$ cat src/rtl/main_decoder_pkg.sv
// ============================================================================
// Module  : main_decoder_pkg
// Brief   : RV32I opcodes and control-field encodings shared by the decoders
// Revision: 1.0 - initial release
// ============================================================================
`default_nettype none

package main_decoder_pkg;

  localparam logic [6:0] OP_LOAD   = 7'b0000011;
  localparam logic [6:0] OP_STORE  = 7'b0100011;
  localparam logic [6:0] OP_RTYPE  = 7'b0110011;
  localparam logic [6:0] OP_BRANCH = 7'b1100011;
  localparam logic [6:0] OP_ITYPE  = 7'b0010011;
  localparam logic [6:0] OP_JAL    = 7'b1101111;
  localparam logic [6:0] OP_LUI    = 7'b0110111;

  localparam logic [2:0] IMM_I = 3'b000;
  localparam logic [2:0] IMM_S = 3'b001;
  localparam logic [2:0] IMM_B = 3'b010;
  localparam logic [2:0] IMM_J = 3'b011;
  localparam logic [2:0] IMM_U = 3'b100;

  localparam logic [1:0] RES_ALU = 2'b00;
  localparam logic [1:0] RES_MEM = 2'b01;
  localparam logic [1:0] RES_PC4 = 2'b10;

  localparam logic [1:0] ALUOP_ADD   = 2'b00;
  localparam logic [1:0] ALUOP_SUB   = 2'b01;
  localparam logic [1:0] ALUOP_FUNCT = 2'b10;

  // Field order matches the packed 13-bit control word, MSB first.
  typedef struct packed {
    logic       reg_write;
    logic [2:0] imm_src;
    logic       alu_src_a;
    logic       alu_src_b;
    logic       mem_write;
    logic [1:0] result_src;
    logic       branch;
    logic [1:0] alu_op;
    logic       jump;
  } ctrl_t;

  localparam ctrl_t CTRL_NOP = '0;

endpackage

`default_nettype wire

$ cat src/rtl/main_decoder_comb.sv
// ============================================================================
// Module  : main_decoder_comb
// Brief   : pure opcode -> control word lookup with illegal-opcode flag
// Revision: 1.0 - initial release
// ============================================================================
`default_nettype none

module main_decoder_comb
  import main_decoder_pkg::*;
(
  input  logic [6:0] op,
  output ctrl_t      ctrl,
  output logic       illegal
);

  always_comb begin
    ctrl    = CTRL_NOP;
    illegal = 1'b0;
    case (op)
      OP_LOAD: begin
        ctrl.reg_write  = 1'b1;
        ctrl.imm_src    = IMM_I;
        ctrl.alu_src_b  = 1'b1;
        ctrl.result_src = RES_MEM;
        ctrl.alu_op     = ALUOP_ADD;
      end
      OP_STORE: begin
        ctrl.imm_src   = IMM_S;
        ctrl.alu_src_b = 1'b1;
        ctrl.mem_write = 1'b1;
        ctrl.alu_op    = ALUOP_ADD;
      end
      OP_RTYPE: begin
        ctrl.reg_write = 1'b1;
        ctrl.alu_op    = ALUOP_FUNCT;
      end
      OP_BRANCH: begin
        ctrl.imm_src = IMM_B;
        ctrl.branch  = 1'b1;
        ctrl.alu_op  = ALUOP_SUB;
      end
      OP_ITYPE: begin
        ctrl.reg_write = 1'b1;
        ctrl.imm_src   = IMM_I;
        ctrl.alu_src_b = 1'b1;
        ctrl.alu_op    = ALUOP_FUNCT;
      end
      OP_JAL: begin
        ctrl.reg_write  = 1'b1;
        ctrl.imm_src    = IMM_J;
        ctrl.result_src = RES_PC4;
        ctrl.jump       = 1'b1;
      end
      // lui computes 0 + U-immediate, so operand A is forced to zero.
      OP_LUI: begin
        ctrl.reg_write = 1'b1;
        ctrl.imm_src   = IMM_U;
        ctrl.alu_src_a = 1'b1;
        ctrl.alu_src_b = 1'b1;
        ctrl.alu_op    = ALUOP_ADD;
      end
      default: begin
        ctrl    = CTRL_NOP;
        illegal = 1'b1;
      end
    endcase
  end

endmodule

`default_nettype wire

$ cat src/rtl/main_decoder.sv
// ============================================================================
// Module  : main_decoder
// Brief   : RV32I main control decoder with optional one-cycle output register
// Revision: 1.0 - initial release
// ============================================================================
`default_nettype none

module main_decoder
  import main_decoder_pkg::*;
#(
  parameter int REG_OUT = 1
) (
  input  logic       clk,
  input  logic       reset,
  input  logic [6:0] op,
  output logic       reg_write,
  output logic [2:0] imm_src,
  output logic       alu_srcA,
  output logic       alu_srcB,
  output logic       mem_write,
  output logic [1:0] result_src,
  output logic       branch,
  output logic [1:0] alu_op,
  output logic       jump,
  output logic       illegal_op
);

  ctrl_t w_ctrl;
  logic  w_illegal;
  ctrl_t w_ctrl_out;
  logic  w_illegal_out;

  main_decoder_comb u_comb (
    .op      (op),
    .ctrl    (w_ctrl),
    .illegal (w_illegal)
  );

  generate
    if (REG_OUT != 0) begin : g_reg
      ctrl_t ctrl_d, ctrl_q;
      logic  illegal_d, illegal_q;

      always_comb begin
        ctrl_d    = w_ctrl;
        illegal_d = w_illegal;
      end

      // Reset wins over decode so the pipeline restarts from a clean no-op.
      always_ff @(posedge clk) begin
        if (reset) begin
          ctrl_q    <= CTRL_NOP;
          illegal_q <= 1'b0;
        end else begin
          ctrl_q    <= ctrl_d;
          illegal_q <= illegal_d;
        end
      end

      assign w_ctrl_out    = ctrl_q;
      assign w_illegal_out = illegal_q;
    end else begin : g_comb
      logic unused_clk_reset;
      assign unused_clk_reset = &{1'b0, clk, reset};
      assign w_ctrl_out       = w_ctrl;
      assign w_illegal_out    = w_illegal;
    end
  endgenerate

  assign reg_write  = w_ctrl_out.reg_write;
  assign imm_src    = w_ctrl_out.imm_src;
  assign alu_srcA   = w_ctrl_out.alu_src_a;
  assign alu_srcB   = w_ctrl_out.alu_src_b;
  assign mem_write  = w_ctrl_out.mem_write;
  assign result_src = w_ctrl_out.result_src;
  assign branch     = w_ctrl_out.branch;
  assign alu_op     = w_ctrl_out.alu_op;
  assign jump       = w_ctrl_out.jump;
  assign illegal_op = w_illegal_out;

endmodule

`default_nettype wire

$ cat config.mk
export PLATFORM = sky130hd
export DESIGN_NAME = main_decoder
export DESIGN_NICKNAME = d
export VERILOG_FILES = /design/src/rtl/main_decoder_pkg.sv /design/src/rtl/main_decoder_comb.sv /design/src/rtl/main_decoder.sv
export SDC_FILE = /design/constraint.sdc
export NUM_CORES = 1
export LEC_CHECK = 0
export CAP_MARGIN = 20
export CORE_MARGIN = 2
export CORE_UTILIZATION = 25
export CTS_CLUSTER_SIZE = 30
export DETAILED_ROUTE_END_ITERATION = 12
export PLACE_DENSITY_LB_ADDON = 0.25
export SETUP_SLACK_MARGIN = 0.15
export SKIP_LAST_GASP = 1
export SYNTH_ARGS = -nofsm -noshare
export SYNTH_HDL_FRONTEND = slang
export SYNTH_SLANG_ARGS = --single-unit
$ cat constraint.sdc
create_clock -name clk -period 1.3 [get_ports clk]
set_clock_uncertainty 0.2 [all_clocks]
set_input_delay 0.195 -clock clk [delete_from_list [all_inputs] [get_ports clk]]
set_output_delay 0.195 -clock clk [all_outputs]
set_load 0.1 [all_outputs]
# ---- Word level (Yosys, flattened, before mapping)
# Cells that the tools add are included.
dict set report totals {
  reg_bits 14
  input_bits 9
  out_inout_bits 14
  word_cells 31
}
dict set report classes {
  eq_ne 7
  mux 10
  reduce_logical 4
}
# cell count
set op_table {}
lappend op_table {{$eq A7 B6 Y1 const B} 3}
lappend op_table {{$eq A7 B7 Y1 const B} 2}
lappend op_table {{$pmux W3 S4} 1}
lappend op_table {{$pmux W2 S2} 2}
lappend op_table {{$eq A7 B2 Y1 const B} 1}
lappend op_table {{$eq A7 B5 Y1 const B} 1}
lappend op_table {{$mux W1} 7}
lappend op_table {{$reduce_or A7 Y1} 1}
lappend op_table {{$reduce_or A5 Y1} 1}
lappend op_table {{$reduce_or A4 Y1} 1}
lappend op_table {{$reduce_or A2 Y1} 1}

# ---- Logic depth before layout (Yosys ltp)
# Gate-level depths: netlist of the first run.
dict set report depth {
  ltp_word 3
  ltp_mapped 3
  depth_no_buf 3
}

# ---- Cells and area by module
# A second synthesis of the first run with hierarchy kept.
dict set report hier_totals {
  hier_cells 64
  hier_area_um2 629.4
}
# module n_inst cells_each area_per_inst_um2 seq_area_each_um2
set modules_own_cells {}
lappend modules_own_cells {main_decoder 1 29 407.9 280.3}
lappend modules_own_cells {main_decoder_comb 1 35 221.5 0.0}

# ---- Worst setup path before layout of the first run
# OpenSTA, ideal clock, no wires.
dict set report synth_path {
  path_type {register to output}
  from {register g_reg.ctrl_q (netlist bit alu_op[0])}
  to {output port alu_op[0]}
  arrival_time_ns 1.356
  required_ns 0.905
  slack_ns -0.451
  stages_incl_launch_ff 2
  path_buffers 1
  path_cell_list {dfxtp_1 -> buf_4}
}
# item line
set synth_lines {}
lappend synth_lines {{start, declared} main_decoder.sv:41} ;# ctrl_t ctrl_d, ctrl_q;
lappend synth_lines {{start signal, assigned} main_decoder.sv:55} ;# ctrl_q <= ctrl_d;
lappend synth_lines {{end, declared} main_decoder.sv:23} ;# output logic [1:0] alu_op,
# No word-level cell between the ends.

# ---- Worst setup path after layout of the first run
dict set report layout_path {
  from {register g_reg.ctrl_q (netlist bit alu_op[0])}
  to {output port alu_op[0]}
}
# No word-level cell between the ends.

==> reports/qor.csv, run 1 <==
metric,value,unit
CP Launch Type,flop,
Mapped Cells,48,
Overall Global Routing Usage,12.2,%
largest net degree at the start of global routing,8,
Slew @ Worst Pin,0.218,ns
PwrDens,819,nW/um^2
Syn-to-layout area delta,110,%
critical path endpoint category,primary output,
hpwl dp,877,um
"Slew Viols, Final",0,
Synth Area in Adders,0,%
CP Cell Sequence,buf_12,
destination of the worst hold path,illegal_op,
Hold WC Path Type,in2reg,
Wirelength per Cell,9.67,um
post-synthesis compound-gate area fraction,11.2,%
RSZ-0062 raised after global routing,true,
"top cells by area, synth","dfxtp_1 (52%), nor2_1 (6.5%), nand3b_4 (4.4%)",
setup bufs post-CTS,0,
Antenna Nets Post-Route,0,
number of max-cap violations,0,
PnR Total Power,790,uW
fmax,826,MHz
share of layout cells above drive strength 1,56.8,%
multiplexer area fraction after synthesis,0,%
maximum vdd ir drop,0.368,mV
syn nets,57,
Netlist Area Pre-Place,459,sq um
Psw,192,uW
Fin. Hold Viols,0,
initial core utilization,26.6,%
GR Overflow Total,0,
area of the core,1730,sq um
Placer Congestion,0.887,
max incr delay on CP,0.38,ns
period utilization,93.2,%
Int Pwr,598,uW
crit path kind,reg2out,
switch share,24.4,%
port bufs,22,
vias in the first global route,414,
fin util,55.9,%
Synth Area in Simple Gates,33.2,%
final worst path period need,1.21,ns
worst path bufs/invs,1,
HP Start,reset,
"Req. time, crit path",0.90,ns
Vias/cell,4.16,
boundary pin count,23,
xor/xnor share of the synthesized area,0,%
final WL,1030,um
row cnt,15,
Comb pwr share,16.7,%
yosys warns,0,
arrival time at the worst endpoint,0.82,ns
first-pass GRT wire length,1790,um
nets,91,
"CP delay by family, top",flip-flops,
critical path peak fanout,2,
syn avg cell area,9.57,sq um
Iter 0 DRT Violations,6,
H-tree levels,1,
final setup vio count,0,
initial antenna violation count,0,
Worst Hold Depth,3,
headroom to the max-slew limit,85.5,%
TritonCTS sink count,12,
Residual DRC,0,
post-synthesis sequential area ratio,52.3,%
hold buffer count at CTS,0,
Die Ht,46.9,um
die area,2200,sq um
Vias,441,
Die X,46.9,um
Clock Path Buffers,2,
leakage power,0.404,nW
count of cell types in the netlist,19,
TritonCTS clock tree,yes,
DR pass1 iterations,2,
Clock Tree Root,clkbuf_4,
leading area contributor after synthesis,dfxtp_1,
sequential share of power,46.9,%
"FF+latch count, synth",12,
Synth top area share,52.3,%
TritonCTS Buffers,3,
clock slew at reported path FFs,0.07,ns
largest family of logic cells by synthesized area,simple AND/OR/NAND/NOR gates,
Clock Power Share,36.3,%
slowest CP cell,dfxtp_4,
Inserted Diodes,0,
status,completed,
sequential cells by signal, summed over array words and instances (netlist names):
register    flops
imm_src         3
alu_op          2
alu_srcA        1
alu_srcB        1
illegal_op      1
jump            1
mem_write       1
reg_write       1
result_src      1
cells in the mapped netlist (all sizes together):
cell,n
dfxtp,12
nor2,8
nand2,5
nor3,3
a211oi,2
a21oi,2
and3,2
buf,2
nand2b,2
nand3,2
a21o,1
and3b,1
nand3b,1
nor2b,1
o22ai,1
o2bb2ai,1
or2,1
or3,1
worst max-delay path by stage:
stage          startpoint    endpoint  slack (ns)  cells past startpoint
2_1_floorplan   alu_op[0]   alu_op[0]        0.04                      1
6_report        alu_op[0]   alu_op[0]        0.09                      1
3_5_place_dp        op[3]  imm_src[0]       -0.35                      4
5_1_grt         alu_op[0]      branch        0.06                      1
4_1_cts         alu_op[0]   alu_op[0]        0.08                      1
3_3_place_gp        op[3]  illegal_op       -0.29                      4
through the flow:
step | instances | setup slack [ns] | cell area, sq um | TNS (ns) | hold slack, ns
2_1_floorplan | 48 | 0.0434 | 492 | 0 | 0.0644
3_3_place_gp | 102 | -0.289 | 923 | -2.50 | 0.457
3_5_place_dp | 102 | -0.348 | 923 | -3.09 | 0.457
4_1_cts | 106 | 0.0761 | 965 | 0 | 0.126
5_1_grt | 106 | 0.0606 | 965 | 0 | 0.156
6_report | 106 | 0.0888 | 965 | 0 | 0.132
repair_timing:
action                     4_1_cts  5_1_grt
cloned                           0        0
setup endpoints to repair       26       14
resized for setup               11        0
pin swaps                        1        0
cell families (layout without fill, tap and decap cells):
logic type,count (synthesis),after routing
simple gates,27,27
compound gates,7,7
flops,12,12
buf+inv,2,35
area by class of cell:
class | count | area, sq um
Fill cell | 167 | 762
Clock buffer | 4 | 36.3
Tap cell | 25 | 31.3
Multi-Input combinational cell | 34 | 219
Sequential cell | 12 | 260
Timing Repair Buffer | 31 | 418
worst min-delay path, cell delays in order:
cell and delay, ns:
dlygate4sd2_1 0.22, buf_4 0.11, a211oi_1 0.04
placed cells by master, fill, tap and decap left out:
| master | netlist | final |
|---|---|---|
| nor2b_1 | 1 | 1 |
| and3b_2 | 1 | 1 |
| nand3_1 | 2 | 2 |
| nor2_1 | 8 | 8 |
| dlygate4sd2_1 | 0 | 8 |
| buf_12 | 0 | 14 |
| a211oi_2 | 0 | 1 |
| a21oi_1 | 1 | 1 |
| a21oi_2 | 1 | 1 |
| o2bb2ai_1 | 1 | 1 |
| clkbuf_4 | 0 | 3 |
| nor3_1 | 3 | 1 |
| dfxtp_2 | 0 | 10 |
| o22ai_1 | 1 | 1 |
| nand2_1 | 5 | 5 |
| or2_1 | 1 | 1 |
| a211oi_1 | 2 | 1 |
| a21o_1 | 1 | 1 |
| dfxtp_4 | 0 | 2 |
| or3_4 | 1 | 1 |
| and3_1 | 2 | 2 |
| nand2b_1 | 2 | 2 |
| clkbuf_8 | 0 | 1 |
| nor3_2 | 0 | 2 |
| nand3b_4 | 1 | 1 |
| buf_4 | 2 | 9 |
power by group through the flow:
stage / Combinational, mW / Clock (mW) / Sequential [mW]
after floorplan: 0.0298 / 0 / 0.407
after global routing: 0.141 / 0.313 / 0.371
after detailed placement: 0.137 / 0 / 0.380
after CTS: 0.132 / 0.296 / 0.371
after global placement: 0.136 / 0 / 0.380
final: 0.132 / 0.287 / 0.371
metal layers:
metal | up-vias | track usage [%] | share of wire, %
li1 | 232 | - | -
met1 | 193 | 14.3 | 42
met2 | 14 | 19.2 | 52
met3 | 2 | 2.31 | 3.4
met4 | 0 | 10.0 | 2.6
met5 | - | 0 | 0
No activity file was read; power rests on OpenSTA's default activity.
==> run 2: changes to the inputs <==
Settings changed: CORE_MARGIN 2 to 5, PLACE_DENSITY_LB_ADDON 0.25 to not set.
==> run 2 against run 1 <==
  * Global-route usage shrank 2.5 points
  * Highest routed layer unchanged
  * Total power shrank 6.3%
  * Worst setup slack gained 0.0014 ns
  * Worst hold slack lost 0.0026 ns
  * Clock power shrank 21%
  * Final area grew 2.1%
  * Maximum frequency grew 0.12%
  * Via count grew 3.4%
  * Sequential power is essentially flat
  * Clock-buffer cell count is the same
==> reports/qor.csv, run 2 (synthesized netlist as in run 1, its figures left out) <==
metric,value,unit,change
status,completed,,
Iter 0 DRT Violations,1,,-5
TritonCTS Buffers,3,,unchanged
Psw,187,uW,-2.9%
"Slew Viols, Final",0,,unchanged
Die Ht,52.9,um,+13%
sequential share of power,50.2,%,+3.3 points
Placement Cell Area,946,sq um,+2.4%
hold buffer count at CTS,0,,unchanged
initial core utilization,26.3,%,-0.29 points
hpwl dp,1000,um,+15%
RSZ-0062 raised after global routing,true,,
TritonCTS sink count,12,,unchanged
fin util,56.4,%,+0.55 points
number of max-cap violations,0,,unchanged
"CP delay by family, top",flip-flops,,
initial antenna violation count,0,,unchanged
Clock Path Buffers,2,,unchanged
Comb pwr share,19.0,%,+2.3 points
Clock Power Share,30.8,%,-5.5 points
"most common cell after layout, fill and taps aside",buf_12,,
Worst Hold Depth,3,,unchanged
CP Depth,1,,unchanged
die area,2790,sq um,+27%
arrival time at the worst endpoint,0.81,ns,about the same
final setup vio count,0,,unchanged
Vias/cell,4.18,,+0.56%
largest net degree at the start of global routing,8,,unchanged
clock slew at reported path FFs,0.07,ns,about the same
most frequent cells in the layout,"buf_12 (14), buf_4 (12), dfxtp_2 (10)",,
vias in the first global route,445,,+7.5%
crit path kind,reg2out,,
Placer Congestion,0.744,,-16%
GR Overflow Total,0,,unchanged
H-tree levels,1,,unchanged
first-pass GRT wire length,1860,um,+3.9%
final WL,1120,um,+9.4%
worst path bufs/invs,1,,unchanged
row cnt,15,,unchanged
Clock Tree Root,clkbuf_4,,
area of the core,1750,sq um,+1.1%
headroom to the max-slew limit,85.0,%,-0.45 points
Syn-to-layout area delta,114,%,
critical path endpoint category,primary output,,
Finished Layout Cells,109,,+2.8%
leakage power,0.419,nW,+3.9%
Final Cell Area,985,sq um,+2.1%
Residual DRC,0,,unchanged
Die X,52.9,um,+13%
boundary pin count,23,,unchanged
Overall Global Routing Usage,9.64,%,-2.5 points
switch share,25.2,%,+0.88 points
maximum vdd ir drop,0.342,mV,-7.1%
period utilization,93.1,%,-0.11 points
DR pass1 iterations,4,,+2
max incr delay on CP,0.37,ns,about the same
Vias,456,,+3.4%
CP Cell Sequence,buf_12,,
Hold WC Path Type,in2reg,,
PwrDens,752,nW/um^2,-8.2%
"Req. time, crit path",0.90,ns,about the same
Slew @ Worst Pin,0.224,ns,+0.00678 ns
Fin. Hold Viols,0,,unchanged
slowest CP cell,dfxtp_4,,
TritonCTS clock tree,yes,,
Wirelength per Cell,10.3,um,+6.4%
Largest register FFs,3,,unchanged
port bufs,22,,unchanged
CP Launch Type,flop,,
Int Pwr,553,uW,-7.4%
final worst path period need,1.21,ns,-0.00140 ns
fmax,827,MHz,+0.12%
critical path peak fanout,2,,unchanged
share of layout cells above drive strength 1,58.3,%,+1.5 points
# placed instances,105,,+2.9%
Antenna Nets Post-Route,0,,unchanged
Inserted Diodes,0,,unchanged
nets,94,,+3.3%
==> run 2: changes by cell type in the layout (fill, tap and decap cells not counted), sizes merged <==
cell | previous run | this run
buf | 23 | 26
==> run 2: layout make-up <==
type,instances,area (sq um)
well taps,25,31.3
flip-flops and latches,12,260
multi-input cells,34,226
fillers,156,761
clock buffers,4,26.3
repair buffers,34,440
==> run 2: metal layers <==
layer | track usage [%] | share of wire [%]
met5 | 0 | 0
met4 | 8.94 | 3.5
met3 | 2.25 | 7.0
met2 | 15.7 | 51
met1 | 10.1 | 39
==> run 2: through the flow <==
step | setup WS [ns] | TNS [ns] | power (mW) | hold WS, ns
after global placement | -0.276 | -2.68 | 0.522 | 0.457
after CTS | 0.0805 | 0 | 0.749 | 0.128
after floorplan | 0.0434 | 0 | 0.436 | 0.0644
final | 0.0902 | 0 | 0.740 | 0.129
after detailed placement | -0.341 | -3.02 | 0.525 | 0.458
after global routing | 0.0552 | 0 | 0.777 | 0.129
==> run 2: what timing repair did <==
| item | 4_1_cts | 5_1_grt |
|---|---|---|
| gates resized for setup | 11 | 1 |
| pin swaps | 1 | 0 |
| setup buffers | 0 | 0 |
| endpoints found under the setup margin | 26 | 15 |
==> run 2: final timing paths <==
path                  start         end
hold / removal        reset  illegal_op
setup / recovery  alu_op[0]   alu_op[0]
==> run 2: power groups by stage <==
stage | Sequential [mW] | Clock [mW] | Combinational [mW]
after floorplan | 0.407 | 0 | 0.0298
final | 0.371 | 0.228 | 0.141
after CTS | 0.371 | 0.236 | 0.141
after detailed placement | 0.380 | 0 | 0.145
after global routing | 0.372 | 0.256 | 0.150
after global placement | 0.380 | 0 | 0.142
